$ cat config.mk
export PLATFORM = sky130hd
export DESIGN_NAME = svm_stage1_sequencer
export DESIGN_NICKNAME = d
export VERILOG_FILES = /design/src/rtl/svm_stage1_sequencer.sv
export SDC_FILE = /design/constraint.sdc
export NUM_CORES = 1
export LEC_CHECK = 0
export CORE_MARGIN = 2
export CORE_UTILIZATION = 36
export CTS_BUF_LIST = sky130_fd_sc_hd__clkbuf_8
export DETAILED_ROUTE_END_ITERATION = 10
export DONT_BUFFER_PORTS = 1
export PLACE_DENSITY = 0.59
export SLEW_MARGIN = 20
export SYNTH_ARGS = -nofsm -noshare
export SYNTH_HDL_FRONTEND = slang
export SYNTH_SLANG_ARGS = --single-unit
$ cat constraint.sdc
create_clock -name clk -period 1.95 [get_ports clk]
set_clock_uncertainty 0.05 [all_clocks]
set_input_delay 0.39 -clock clk [delete_from_list [all_inputs] [get_ports clk]]
set_output_delay 0.39 -clock clk [all_outputs]
set_load 0.01 [all_outputs]
$ cat src/rtl/svm_stage1_sequencer.sv
// rtl/svm_stage1_sequencer.sv - batch/pixel schedule for the stage-1 SVM kernel MAC bank
//
// Purpose: for one test vector, walks every batch of NUM_PE support vectors
// pixel by pixel. It issues BRAM reads and MAC clear/accumulate enables, and
// raises a capture strobe once per batch.
//
// Ports:
//   clk, rst      clock; asynchronous active-high reset
//   start         begin one classification (sampled only in IDLE)
//   stall_MEM     freezes state, counters and read-latency delay line
//   sv_re/sv_addr       SV BRAM read enable / address (batch*NUM_OF_PIXELS+pixel)
//   test_re/test_addr   test-vector BRAM read enable / address (pixel)
//   mac_clr       clear all MAC accumulators
//   mac_en        accumulate enable, aligned to returning read data
//   kernel_valid  MAC outputs hold finished dot products for batch_id
//   batch_id      current batch index
//   pe_mask       PEs holding a real support vector in this batch
//   busy          sequencer not idle
//   done          one-cycle end-of-classification pulse
module svm_stage1_sequencer #(
  parameter int NUM_OF_PIXELS = 4,
  parameter int NUM_OF_SV     = 100,
  parameter int NUM_PE        = 10,
  parameter int RD_LATENCY    = 1,
  parameter int ADDR_W        = 16
) (
  input  logic              clk,
  input  logic              rst,
  input  logic              start,
  input  logic              stall_MEM,
  output logic              sv_re,
  output logic [ADDR_W-1:0] sv_addr,
  output logic              test_re,
  output logic [ADDR_W-1:0] test_addr,
  output logic              mac_clr,
  output logic              mac_en,
  output logic              kernel_valid,
  output logic [ADDR_W-1:0] batch_id,
  output logic [NUM_PE-1:0] pe_mask,
  output logic              busy,
  output logic              done
);

  localparam int NBATCH   = (NUM_OF_SV + NUM_PE - 1) / NUM_PE;
  localparam int LAST_CNT = NUM_OF_SV - (NBATCH - 1) * NUM_PE;
  localparam int PIX_W    = (NUM_OF_PIXELS > 1) ? $clog2(NUM_OF_PIXELS) : 1;
  localparam int BAT_W    = (NBATCH > 1) ? $clog2(NBATCH) : 1;
  // Linear SV address must reach NBATCH*NUM_OF_PIXELS-1 without wrapping.
  localparam int LIN_W    = $clog2(NBATCH * NUM_OF_PIXELS + 1);
  localparam int DRN_W    = (RD_LATENCY > 1) ? $clog2(RD_LATENCY) : 1;

  localparam logic [NUM_PE-1:0] FULL_MASK = '1;
  localparam logic [NUM_PE-1:0] LAST_MASK = FULL_MASK >> (NUM_PE - LAST_CNT);
  localparam logic [PIX_W-1:0]  PIX_LAST  = PIX_W'(NUM_OF_PIXELS - 1);
  localparam logic [BAT_W-1:0]  BAT_LAST  = BAT_W'(NBATCH - 1);
  localparam logic [DRN_W-1:0]  DRN_LAST  = DRN_W'(RD_LATENCY - 1);

  typedef enum logic [2:0] {
    S_IDLE,
    S_CLEAR,
    S_FETCH,
    S_DRAIN,
    S_CAPTURE,
    S_DONE
  } state_t;

  state_t                state_q, state_d;
  logic [PIX_W-1:0]      pixel_q, pixel_d;
  logic [BAT_W-1:0]      batch_q, batch_d;
  logic [DRN_W-1:0]      drain_q, drain_d;
  logic [RD_LATENCY-1:0] dly_q, dly_d;
  logic [LIN_W-1:0]      lin_addr;
  logic                  issue;

  always_ff @(posedge clk or posedge rst) begin
    if (rst) begin
      state_q <= S_IDLE;
      pixel_q <= '0;
      batch_q <= '0;
      drain_q <= '0;
      dly_q   <= '0;
    end else begin
      state_q <= state_d;
      pixel_q <= pixel_d;
      batch_q <= batch_d;
      drain_q <= drain_d;
      dly_q   <= dly_d;
    end
  end

  always_comb begin
    state_d      = state_q;
    pixel_d      = pixel_q;
    batch_d      = batch_q;
    drain_d      = drain_q;
    dly_d        = dly_q;
    issue        = 1'b0;
    mac_clr      = 1'b0;
    mac_en       = 1'b0;
    kernel_valid = 1'b0;
    done         = 1'b0;

    // A stall freezes everything, including the delay line, so in-flight
    // read slots resume exactly where they left off.
    if (!stall_MEM) begin
      issue  = (state_q == S_FETCH);
      // Shift the read-issue flag in at bit 0; the oldest slot falls off the top.
      dly_d  = RD_LATENCY'({dly_q, issue});
      mac_en = dly_q[RD_LATENCY-1];

      case (state_q)
        S_IDLE: begin
          if (start) begin
            state_d = S_CLEAR;
            batch_d = '0;
            pixel_d = '0;
          end
        end
        S_CLEAR: begin
          mac_clr = 1'b1;
          pixel_d = '0;
          state_d = S_FETCH;
        end
        S_FETCH: begin
          // Pixel stays on the last index through DRAIN so addresses hold.
          if (pixel_q == PIX_LAST) begin
            state_d = S_DRAIN;
            drain_d = '0;
          end else begin
            pixel_d = pixel_q + 1'b1;
          end
        end
        S_DRAIN: begin
          if (drain_q == DRN_LAST) begin
            state_d = S_CAPTURE;
          end else begin
            drain_d = drain_q + 1'b1;
          end
        end
        S_CAPTURE: begin
          kernel_valid = 1'b1;
          if (batch_q == BAT_LAST) begin
            state_d = S_DONE;
          end else begin
            batch_d = batch_q + 1'b1;
            state_d = S_CLEAR;
          end
        end
        S_DONE: begin
          done    = 1'b1;
          state_d = S_IDLE;
          batch_d = '0;
          pixel_d = '0;
        end
        default: begin
          state_d = S_IDLE;
        end
      endcase
    end
  end

  assign lin_addr  = LIN_W'(batch_q) * LIN_W'(NUM_OF_PIXELS) + LIN_W'(pixel_q);
  assign sv_re     = issue;
  assign test_re   = issue;
  assign sv_addr   = ADDR_W'(lin_addr);
  assign test_addr = ADDR_W'(pixel_q);
  assign batch_id  = ADDR_W'(batch_q);
  assign busy      = (state_q != S_IDLE);
  assign pe_mask   = (state_q == S_IDLE) ? '0 :
                     (batch_q == BAT_LAST) ? LAST_MASK : FULL_MASK;

endmodule
# Yosys cells after proc, flatten, opt, wreduce, memory -nomap -nowiden
# Cells that the tools add are included.
[word_totals]
input_bits = 4
register_bits = 11
[classes]
bitwise_logic = 1
n_eq_ne = 12
mux = 23
reduce_logical = 10
n_addsub = 4
[ops]
columns = ["cell", "n"]
rows = [
  ["3-bit case mux with 5 select lines", 1],
  ["3-bit 2-to-1 mux", 4],
  ["4-bit case mux with 3 select lines", 1],
  ["4-bit AND reduction", 3],
  ["1-bit 2-to-1 mux", 10],
  ["10-bit 2-to-1 mux", 1],
  ["3-bit nonzero test", 3],
  ["4-bit 2-to-1 mux", 2],
  ["2-bit inequality test, second input constant", 4],
  ["6-bit by 2-bit adder with 6-bit output", 1],
  ["3-bit by 2-bit == test with 1-bit output, second input constant", 2],
  ["3-bit == test, second input constant", 2],
  ["2-bit case mux with 3 select lines", 1],
  ["4-bit by 1-bit adder with 4-bit output, second input constant", 1],
  ["4-bit == test, second input constant", 1],
  ["2-bit 2-to-1 mux", 2],
  ["3-bit by 1-bit == test with 1-bit output, second input constant", 1],
  ["3-bit zero test", 1],
  ["3-bit AND reduction", 1],
  ["2-bit by 1-bit adder with 2-bit output, second input constant", 1],
  ["2-bit == test, second input constant", 1],
  ["2-bit by 1-bit inequality test with 1-bit output, second input constant", 1],
  ["1-bit case mux with 2 select lines", 1],
  ["2-bit nonzero test", 1],
  ["3 further kinds", 3],
]

# Longest topological paths before layout
[depth]
ltp_word = 4
ltp_mapped = 6
mapped_depth_nobuf = 6

# Least setup slack after synthesis
# Ideal clock, no wire load.
[synth_timing]
path_kind = "flip-flop to output port"
startpoint = "reg state_q[2]"
endpoint = "out pe_mask[0]"
path_stages_with_launch = 5
path_slack_ns = 0.384
t_arrival_ns = 1.126
cell_sequence = "dfrtp_1 buf_2 nor2_1 nand2_1 buf_4"
[synth_via]
elab_chain_len = 2
[synth_lines]
columns = ["item", "line", "text"]
rows = [
  ["start: declaration", "67", "state_t state_q, state_d;"],
  ["start signal: assignment", "83", "state_q <= state_d;"],
  ["3-bit zero test", "169", "assign pe_mask = (state_q == S_IDLE) ? '0 :"],
  ["10-bit 2-to-1 mux", "169", ""],
  ["end: declaration", "39", "output logic [NUM_PE-1:0] pe_mask,"],
]
# No other way between the ends.

# Worst setup path after layout
[layout_timing]
startpoint = "reg state_q[0]"
endpoint = "out kernel_valid"
[layout_via]
elab_chain_len = 3
[layout_lines]
columns = ["item", "line", "text"]
rows = [
  ["3-bit == test", "111", "case (state_q)"],
  ["1-bit 2-to-1 mux", "111", ""],
  ["1-bit 2-to-1 mux", "105", "if (!stall_MEM) begin"],
  ["end: declaration", "37", "output logic kernel_valid,"],
]
# No other way between the ends.

==> impl_metrics.yaml <==
run_status:
  status: "completed"
place:
  dp_hpwl_microns: 1330
  io_buffers: 0
  dp_cells: 133
  place.gp.congestion: 0.872
detailed_routing:
  drcViolationCount: 0
  wl_microns: 1690
  viasPerCell: 4.41
  vias: 608
  wl_per_cell_microns: 12.2
  ant_nets: 0
  first_iter_violations: 37
  firstDrtPassIters: 2
pwr:
  p_leak_nw: 0.460
  pwr_density_cell_mw_per_mm2: 1360
  power.total_mw: 1.19
  ir_worst_vdd_uv: 757
yosys:
  synthArstFlopShare_pct: 100
  ys_types: 35
  yosysTopAreaCell: "buf_4"
  synthTopCellsByArea: "buf_4, dfrtp_1, ha_1, nor2_1, o21ai_0"
  ys_ff_latch: 10
  seq_area_frac_synth_pct: 24.3
  netlist_top_cells_count: "buf_4, dfrtp_1, nor2_1"
  syn_inst: 120
  synth_top_area_share_pct: 40.0
  synth_edf_count: 0
  synthMostInstantiatedCell: "buf_4"
  synthesis.area_sq_mm: 0.00103
  syn-mean-instance-area_sq_um: 8.59
  yosys_warnings: 0
  synth_flop_cell: "dfrtp_1"
min_path:
  min_path_type: "in2reg"
timing:
  holdWs_ps: 215
  slew_viol_final: 0
  setup_viol: 0
  period_needed_ps: 1830
  post-route-period-util_pct: 93.9
  finalSetupTns_ps: 0
  fmax_mhz: 546
  hold_violations: 0
  grt_setup_unrepaired: "false"
die:
  rows: 19
  dieHeight_microns: 57.5
  initial_utilization_pct: 37.7
  core_sq_mm: 0.00273
  fp.dieW_microns: 57.5
  dieArea_sq_mm: 0.00331
  ios: 69
critical_path:
  crit_path_start_kind: "flip-flop"
  crit_chain: "nand2b_1, nor3_2"
  crit_type: "reg2out"
  crit_buf_inv: 0
  end_kind: "output port"
  slowest_stage: "dfrtp_1"
  path_max_fanout: 13
  arrival_ps: 1390
  slowest_delay_ps: 520
  cp_data_required_time_ps: 1510
  cpLargestDelayFamily: "simple AND/OR/NAND/NOR gates"
finish:
  area_growth_pct: -15.3
  fin_cells: 138
  drive_above_1_share_pct: 13.1
  final_nets: 115
  final_util_pct: 31.9
  n_antenna_cell: 0
run:
  max_cap_viol_count: 0
grt:
  met3_usage_pct: 5.22
  grt_use_met1_pct: 11.1
  grtUsageMet2_pct: 16.6
  antenna_found_initial: 0
  grt_start_max_net_pins: 14
  grt_pass1_vias: 545
  overflow: 0
  grt_usage_pct: 10.4
  grt-busiest-layer: "met2"
  grt_pass1_wl_microns: 2590
clocking:
  root_buffer: "clkbuf_8"
  clk_pin_slew_ps: 50
  cts_sinks: 10
  postCtsSetupBuffers: 0
  cts_buffer_depth: 2
  cts_hold_buf: 1
  ctsHtreeMaxLevel: 1
  numCtsBuffers: 3
  cts_tree: "built"
  clock_latency_ps: 240
  cts_resized: 0
[registers in the layout (all words and copies together) (netlist names)]
name / count
batch_q: 4
dly_q: 1
pixel_q: 2
state_q: 3
[path summary, 6_finish.rpt]
path                            start           end  slack (ps)  depth (start not counted)
setup / recovery           state_q[0]  kernel_valid         120                          2
hold / removal              stall_MEM    pixel_q[1]         220                          1
setup reg to reg           pixel_q[0]    pixel_q[0]         280                          5
hold reg to reg                 dly_q         dly_q         420                          1
max in group asynchronous         rst    state_q[1]        1020                          2
min in group asynchronous         rst    batch_q[3]         540                          2
[through the flow]
stage          area (sq um)  setup WS [ps]
2_1_floorplan          1160            384
3_3_place_gp            808            350
3_5_place_dp            808            286
4_1_cts                 873            113
5_1_grt                 873           1.05
6_report                873            119
[metal layers]
layer  share of wire (%)  wire length [microns]
met1                  36                    606
met2                  49                    832
met3                  13                    211
met4                 2.1                     36
met5                   0                      0
[report_power, final]
part / leakage (nW) / internal (mW) / total, mW / switching [mW]
Combinational: 0.301 / 0.194 / 0.528 / 0.333
Sequential: 0.130 / 0.271 / 0.402 / 0.130
Clock: 0.0288 / 0.178 / 0.261 / 0.0832
Total: 0.460 / 0.643 / 1.19 / 0.547
[kinds of logic after synthesis]
logic type      count (synthesis)  synth area share (%)
compound gates                 17                  12.5
fa+ha+maj                       3                  3.64
buf+inv                        62                  42.8
flops                          10                  24.3
mux                             3                  3.52
other cells                     1                 0.364
simple gates                   24                  12.9
[placed cells by master, fill, tap and decap left out, types with 2 or more instances in the layout]
master    count
nor2b_1       3
conb_1       36
dfrtp_1      10
o21ai_0       4
clkbuf_8      4
nand3_1       2
ha_1          3
nor2_1        6
nor3_1        2
buf_4         4
nand2_1       3
inv_1         4
and3_1        2
a21o_1        2
[cell type report]
| class | count | area, sq um |
|---|---|---|
| Sequential cell | 10 | 250 |
| Timing Repair Buffer | 5 | 40.0 |
| Inverter | 5 | 18.8 |
| Tap cell | 31 | 38.8 |
| Multi-Input combinational cell | 83 | 470 |
| Fill cell | 299 | 1860 |
| Clock buffer | 4 | 55.1 |
Power figures use the tool's default switching activity.
